<file path="src/rtl/alu8_seq_if.sv">
// Bus between the 8-bit sequential ALU and its requester / external nibble ALU.
// The requester side (master) also plays the nibble ALU.
interface alu8_seq_if;
    logic       start;
    logic [2:0] op;
    logic [7:0] a;
    logic [7:0] b;
    logic       carry_in;
    logic       busy;
    logic       done;
    logic [7:0] result;
    logic [3:0] flags;
    logic [3:0] nib_a;
    logic [3:0] nib_b;
    logic [2:0] nib_op;
    logic       nib_cin;
    logic [3:0] nib_out;
    logic       nib_z;
    logic       nib_c;

    modport master (
        output start, op, a, b, carry_in, nib_out, nib_z, nib_c,
        input  busy, done, result, flags, nib_a, nib_b, nib_op, nib_cin
    );

    modport slave (
        input  start, op, a, b, carry_in, nib_out, nib_z, nib_c,
        output busy, done, result, flags, nib_a, nib_b, nib_op, nib_cin
    );
endinterface

</file>
<file path="src/rtl/alu8_seq.sv">
// 8-bit ALU built from two passes through an external 4-bit nibble ALU.
// Flow: IDLE -> LO (low nibbles) -> HI (high nibbles) -> DONE (one-cycle pulse).
module alu8_seq (
    input  logic        clock,
    input  logic        reset,
    alu8_seq_if.slave   bus
);
    localparam int unsigned DW = 8;
    localparam int unsigned NW = 4;

    localparam logic [1:0] S_IDLE = 2'd0;
    localparam logic [1:0] S_LO   = 2'd1;
    localparam logic [1:0] S_HI   = 2'd2;
    localparam logic [1:0] S_DONE = 2'd3;

    localparam logic [2:0] OP_ADD = 3'd0;
    localparam logic [2:0] OP_ADC = 3'd1;
    localparam logic [2:0] OP_SUB = 3'd2;
    localparam logic [2:0] OP_SBC = 3'd3;
    localparam logic [2:0] OP_AND = 3'd4;
    localparam logic [2:0] OP_CP  = 3'd7;

    logic [1:0]    state, state_next;
    logic [DW-1:0] opa, opa_next, opb, opb_next;
    logic [2:0]    opc, opc_next;
    logic          cin_q, cin_next;
    logic [NW-1:0] lo_res, lo_res_next;
    logic          lo_z, lo_z_next, hc, hc_next;
    logic [DW-1:0] result_q, result_next;
    logic [3:0]    flags_q, flags_next;
    logic          busy_q, busy_next, done_q, done_next;
    logic [NW-1:0] nib_a_q, nib_a_next, nib_b_q, nib_b_next;
    logic [2:0]    nib_op_q, nib_op_next;
    logic          nib_cin_q, nib_cin_next;

    // Arithmetic ops and CP carry the half-carry chain; AND/XOR/OR do not.
    function automatic logic is_arith(input logic [2:0] o);
        return (o[2] == 1'b0) || (o == OP_CP);
    endfunction

    function automatic logic [2:0] hi_op(input logic [2:0] o);
        case (o)
            OP_ADD, OP_ADC: hi_op = OP_ADC;
            OP_SUB, OP_SBC: hi_op = OP_SBC;
            default:        hi_op = o;
        endcase
    endfunction

    // Next state, operand latching and result/flag assembly.
    always_comb begin
        state_next  = state;
        opa_next    = opa;
        opb_next    = opb;
        opc_next    = opc;
        cin_next    = cin_q;
        lo_res_next = lo_res;
        lo_z_next   = lo_z;
        hc_next     = hc;
        result_next = result_q;
        flags_next  = flags_q;
        case (state)
            S_IDLE: begin
                if (bus.start) begin
                    state_next = S_LO;
                    opa_next   = bus.a;
                    opb_next   = bus.b;
                    opc_next   = bus.op;
                    cin_next   = bus.carry_in;
                end
            end
            S_LO: begin
                state_next  = S_HI;
                lo_res_next = bus.nib_out;
                lo_z_next   = bus.nib_z;
                hc_next     = bus.nib_c;
            end
            S_HI: begin
                state_next  = S_DONE;
                result_next = {bus.nib_out, lo_res};
                flags_next  = {lo_z & bus.nib_z,
                               (opc == OP_SUB) || (opc == OP_SBC) || (opc == OP_CP),
                               is_arith(opc) ? hc : (opc == OP_AND),
                               is_arith(opc) ? bus.nib_c : 1'b0};
            end
            default: state_next = S_IDLE;
        endcase
    end

    // Nibble-ALU drives are registered, so they are derived from the next state.
    always_comb begin
        busy_next    = (state_next != S_IDLE);
        done_next    = (state_next == S_DONE);
        nib_a_next   = '0;
        nib_b_next   = '0;
        nib_op_next  = '0;
        nib_cin_next = 1'b0;
        case (state_next)
            S_LO: begin
                nib_a_next   = opa_next[3:0];
                nib_b_next   = opb_next[3:0];
                nib_op_next  = opc_next;
                nib_cin_next = ((opc_next == OP_ADC) || (opc_next == OP_SBC)) ? cin_next : 1'b0;
            end
            S_HI: begin
                nib_a_next   = opa_next[7:4];
                nib_b_next   = opb_next[7:4];
                nib_op_next  = hi_op(opc_next);
                nib_cin_next = is_arith(opc_next) ? hc_next : 1'b0;
            end
            default: ;
        endcase
    end

    always_ff @(posedge clock or posedge reset) begin
        if (reset) begin
            state     <= S_IDLE;
            opa       <= '0;
            opb       <= '0;
            opc       <= '0;
            cin_q     <= 1'b0;
            lo_res    <= '0;
            lo_z      <= 1'b0;
            hc        <= 1'b0;
            result_q  <= '0;
            flags_q   <= '0;
            busy_q    <= 1'b0;
            done_q    <= 1'b0;
            nib_a_q   <= '0;
            nib_b_q   <= '0;
            nib_op_q  <= '0;
            nib_cin_q <= 1'b0;
        end else begin
            state     <= state_next;
            opa       <= opa_next;
            opb       <= opb_next;
            opc       <= opc_next;
            cin_q     <= cin_next;
            lo_res    <= lo_res_next;
            lo_z      <= lo_z_next;
            hc        <= hc_next;
            result_q  <= result_next;
            flags_q   <= flags_next;
            busy_q    <= busy_next;
            done_q    <= done_next;
            nib_a_q   <= nib_a_next;
            nib_b_q   <= nib_b_next;
            nib_op_q  <= nib_op_next;
            nib_cin_q <= nib_cin_next;
        end
    end

    assign bus.busy    = busy_q;
    assign bus.done    = done_q;
    assign bus.result  = result_q;
    assign bus.flags   = flags_q;
    assign bus.nib_a   = nib_a_q;
    assign bus.nib_b   = nib_b_q;
    assign bus.nib_op  = nib_op_q;
    assign bus.nib_cin = nib_cin_q;
endmodule

</file>
<file path="src/flat_wrapper.sv">
// flat-port wrapper written by rule: the top's interface ports become plain ports
module alu8_seq_flat 
  (clock, reset, bus_start, bus_op, bus_a, bus_b, bus_carry_in, bus_nib_out, bus_nib_z, bus_nib_c, bus_busy, bus_done, bus_result, bus_flags, bus_nib_a, bus_nib_b, bus_nib_op, bus_nib_cin);
  alu8_seq_if bus_i ();
  input  logic clock;
  input  logic reset;
  input wire logic [$bits(bus_i.start)-1:0] bus_start;
  input wire logic [$bits(bus_i.op)-1:0] bus_op;
  input wire logic [$bits(bus_i.a)-1:0] bus_a;
  input wire logic [$bits(bus_i.b)-1:0] bus_b;
  input wire logic [$bits(bus_i.carry_in)-1:0] bus_carry_in;
  input wire logic [$bits(bus_i.nib_out)-1:0] bus_nib_out;
  input wire logic [$bits(bus_i.nib_z)-1:0] bus_nib_z;
  input wire logic [$bits(bus_i.nib_c)-1:0] bus_nib_c;
  output wire logic [$bits(bus_i.busy)-1:0] bus_busy;
  output wire logic [$bits(bus_i.done)-1:0] bus_done;
  output wire logic [$bits(bus_i.result)-1:0] bus_result;
  output wire logic [$bits(bus_i.flags)-1:0] bus_flags;
  output wire logic [$bits(bus_i.nib_a)-1:0] bus_nib_a;
  output wire logic [$bits(bus_i.nib_b)-1:0] bus_nib_b;
  output wire logic [$bits(bus_i.nib_op)-1:0] bus_nib_op;
  output wire logic [$bits(bus_i.nib_cin)-1:0] bus_nib_cin;
  assign bus_i.start = bus_start;
  assign bus_i.op = bus_op;
  assign bus_i.a = bus_a;
  assign bus_i.b = bus_b;
  assign bus_i.carry_in = bus_carry_in;
  assign bus_i.nib_out = bus_nib_out;
  assign bus_i.nib_z = bus_nib_z;
  assign bus_i.nib_c = bus_nib_c;
  assign bus_busy = bus_i.busy;
  assign bus_done = bus_i.done;
  assign bus_result = bus_i.result;
  assign bus_flags = bus_i.flags;
  assign bus_nib_a = bus_i.nib_a;
  assign bus_nib_b = bus_i.nib_b;
  assign bus_nib_op = bus_i.nib_op;
  assign bus_nib_cin = bus_i.nib_cin;
  alu8_seq u_core (.clock(clock), .reset(reset), .bus(bus_i));
endmodule
</file>
<file path="config.mk">
export PLATFORM = sky130hd
export DESIGN_NAME = alu8_seq_flat
export DESIGN_NICKNAME = d
export VERILOG_FILES = /design/src/rtl/alu8_seq_if.sv /design/src/rtl/alu8_seq.sv /design/src/flat_wrapper.sv
export SDC_FILE = /design/constraint.sdc
export NUM_CORES = 1
export LEC_CHECK = 0
export ABC_AREA = 1
export CAP_MARGIN = 20
export CORE_MARGIN = 1
export CORE_UTILIZATION = 41
export CTS_BUF_LIST = sky130_fd_sc_hd__clkbuf_4
export DETAILED_ROUTE_END_ITERATION = 10
export PLACE_DENSITY_LB_ADDON = 0.3
export SLEW_MARGIN = 0
export SYNTH_ARGS = -nofsm -noshare
export SYNTH_HDL_FRONTEND = slang
export SYNTH_SLANG_ARGS = --single-unit
export TNS_END_PERCENT = 1
</file>
<file path="constraint.sdc">
create_clock -name clock -period 3.3 [get_ports clock]
set_clock_uncertainty 0.05 [all_clocks]
set_input_delay 0.495 -clock clock [delete_from_list [all_inputs] [get_ports clock]]
set_output_delay 0.495 -clock clock [all_outputs]
set_load 0.1 [all_outputs]
</file>
* Yosys cells after proc, flatten, opt, wreduce, memory -nomap -nowiden
Index checks and enable logic that the tools add are counted.
Cells by class: reductions and logical operators 10, equality and inequality tests 13, bitwise operators 3, mux-type cells 20
Operators with widths (count):
- 8-bit two-way mux | 4
- 4-bit case mux with 2 select lines | 2
- 3-bit by 2-bit equality test with 1-bit output (second input constant) | 4
- 3-bit case mux with 2 select lines | 2
- 3-bit equality test (second input constant) | 3
- 1-bit two-way mux | 7
- 2-bit equality test (second input constant) | 3
- 3-bit two-way mux | 2
- 2-bit case mux with 3 select lines | 1
- 1-bit logical OR | 5
- 2-bit by 1-bit equality test with 1-bit output (second input constant) | 2
- 2-bit OR reduction | 2
- 3-bit by 1-bit equality test with 1-bit output (second input constant) | 1
- 3-bit zero test | 1
- 2-bit zero test | 1
- 2-bit two-way mux | 1
- 1-bit inverter | 2
- 1-bit case mux with 2 select lines | 1
- 2-bit nonzero test | 1
- 1-bit bitwise AND | 1
Storage, ports and cells: flip-flop bits (word level) 54

* Depth between registers and ports, before layout
depth after elaboration 6, mapped depth 10, mapped depth without buffers 9

* Worst setup path after synthesis
OpenSTA, ideal clock, no wires.
path type flip-flop to output port, start point register u_core.flags_q[1] (netlist: u_core.bus.flags[1]), end point output port bus_flags[1], cell stages (with the launch flop) 1, required time 2.755 ns, path buffers 0, path slack 1.857 ns, data arrival time 0.898 ns, path through dfrtp_1
RTL lines:
- from (decl) | RTL line alu8_seq.sv:30 | logic [3:0] flags_q, flags_next;
- from (signal assigned) | RTL line alu8_seq.sv:142 | flags_q <= flags_next;
- to (decl) | RTL line flat_wrapper.sv:18 | output wire logic [$bits(bus_i.flags)-1:0] bus_flags;
No word-level cell between the ends.

* Final worst setup path
start point register u_core.result_q[5] (netlist: u_core.bus.result[5]), end point output port bus_result[5]
RTL lines:
- from (decl) | RTL line alu8_seq.sv:29 | logic [DW-1:0] result_q, result_next;
- from (signal assigned) | RTL line alu8_seq.sv:141 | result_q <= result_next;
- to (decl) | RTL line flat_wrapper.sv:17 | output wire logic [$bits(bus_i.result)-1:0] bus_result;
No word-level cell between the ends.

==> flow_summary.toml <==
[worst_setup_path]
crit_family = "buffers and inverters"
cp.arrival_ps = 1900
worstPathRequired_ps = 2750
cp_max_fo = 2
worst_setup_path_end_kind = "output pin"
crit_buf_inv = 1
crit_type = "flip-flop to output pin"
crit_slowest_cell = "clkdlybuf4s50_1"
cp_slowest_stage_delay_ps = 1140
crit_path_start_kind = "flip-flop"
path_cells = "clkdlybuf4s50_1"

[routing]
drt-initial-drc-count = 109
routedWlPerCell_um = 11.91
route.vias.total = 1639
drc = 0
viasPerCell = 4.683
postRouteAntennaNets = 0
wirelength_mm = 4.167
dr.pass1.iters = 4

[clocking]
cts_hold_buf = 0
root_buffer = "clkbuf_4"
cts_tree = "built"
cts-buffers-inserted = 5
insertion_delay_ps = 370
cts_max_level = 2
post_cts_resized = 0
cts.sinks = 54
post_cts_buffers = 0
clk_pin_slew_worst_paths_ps = 150
clockBufferDepth = 2

[hold_path]
holdCritPathClass = "input pin to async pin"

[sta]
maxSlewViolCount = 0
finalSetupTns_ps = 0
clock.fmax_mhz = 408.7
period_share_pct = 74.15
worst_slew_pin_slew_ps = 985.5
hold_ws_ps = 358.1
rsz0062_at_grt = "no"
min_period_ps = 2447
setup_viol = 0
final_hold_viol_count = 0
relSlewSlack_pct = 34.09

[synth]
synth_seq_cells = 54
syn-num-nets = 259
synth_edf_count = 0
yosysMostFrequentCell = "nand2_1"
synthDominantCellAreaShare_pct = 61.12
yosys-top-cells-count = "75 x nand2_1, 54 x dfrtp_1, 24 x nand3_1"
netlist_instances = 225
avgSynthCellArea_sq_um = 9.826
mappedNetlistArea_sq_um = 2211
synth_flop_cell = "dfrtp_1"
ys_seq_area_share_pct = 61.12
synth_top_area_cell = "dfrtp_1"
yosysWarnings = 0
async_flop_share_pct = 100.0
ys_types = 20
synth_area_leaders = "dfrtp_1 61%, nand2_1 13%, nand3_1 5.4%"

[cells_and_area]
multiInputGateArea_sq_um = 711.9
area_delta_synth_final_pct = 29.60
antennaDiodeCount = 0
final_layout_size_suffix_gt1_share_pct = 9.643
fill_cells = 489
seq_area_sq_um = 1351
final_nets = 313
fin_cells = 350

[global_route]
grt_start_max_net_pins = 36
grt_pass1_wl_mm = 7.044
globalRoute.totalOverflow = 0
grt_pass1_vias = 1587
antenna_found_initial = 0
grt_usage_pct = 17.12

[placed_design]
gp_congestion = 0.8196
dp_hpwl_mm = 3.006
portBuffers = 54
dp.cells = 342

[die]
ios = 55
fp-row-count = 26
die_y_um = 75.43
die_w_um = 75.43
start_util_pct = 43.01
dieArea_sq_um = 5690
coreArea_sq_um = 5140

[run_status]
status = "finished, final reports clean"

[job]
drv_cap = 0
kinds of logic after synthesis:
logic type                 Yosys count  synth area share (%)
DFF                                 54                 61.12
muxes                                6                 3.056
AOI/OAI and AO/OA                   19                 4.981
adders and majority gates            5                 2.830
buffers and inverters               29                 6.678
and+or+nand+nor                    112                 21.34
through the flow:
step	worst slack [ps]	instance area (sq um)	utilization, %
6_report	853.1	2865	55.74
5_1_grt	769.6	2865	55.74
4_1_cts	817.7	2865	55.74
3_5_place_dp	1177	2783	54.14
3_3_place_gp	1203	2783	54.14
2_1_floorplan	1440	2211	-
state kept, by name, indices dropped and copies added, names as in the netlist:
signal and count:
u_core.opc 3, u_core.bus.nib_a 4, u_core.bus.busy 1, u_core.cin_q 1, u_core.state 2, u_core.bus.done 1, u_core.opa 8, u_core.lo_res 4
u_core.hc 1, u_core.lo_z 1, u_core.bus.result 8, u_core.bus.nib_cin 1, u_core.opb 8, u_core.bus.nib_op 3, u_core.bus.nib_b 4, u_core.bus.flags 4
per-layer routing:
| metal | GRT usage, % | vias up | part of all wire [%] |
|---|---|---|---|
| met1 | 20.82 | 772 | 43 |
| li1 | - | 812 | - |
| met3 | 4.365 | 6 | 5.4 |
| met2 | 28.77 | 49 | 50 |
| met5 | 0 | - | 0 |
| met4 | 7.819 | 0 | 1.4 |
cell type report:
class,instances,share of cell area (%)
clock buffers,6,1.572
clock inverters,2,1.310
inverters,19,2.489
multi-input cells,142,24.85
flip-flops and latches,54,47.16
well taps,70,3.057
repair buffers,57,19.56
placed cells by master, fill, tap and decap left out, types with 2 or more instances in the layout:
cell	n
nand2_1	75
dfrtp_1	54
clkdlybuf4s50_1	53
nand3_1	24
inv_1	18
o21ai_0	8
nor2_1	6
a21oi_1	6
mux2_2	6
clkbuf_4	6
nand2_2	5
ha_1	5
buf_4	4
o21ai_1	2
path summary, 6_finish.rpt:
check	startpoint	to	slack [ps]	depth (start not counted)
max in group asynchronous	reset	u_core.opa[0]	2060	3
worst max register to register	u_core.state[0]	u_core.bus.nib_cin	1320	9
worst min register to register	u_core.opb[5]	u_core.opb[5]	440	2
min in group clock	u_core.opb[5]	u_core.opb[5]	440	2
worst min-delay path	reset	u_core.lo_res[3]	360	2
worst max-delay path	u_core.bus.result[5]	bus_result[5]	850	1
Power is not shown: default switching activity piles up to over one toggle a cycle in this logic, so the estimate is an artifact.
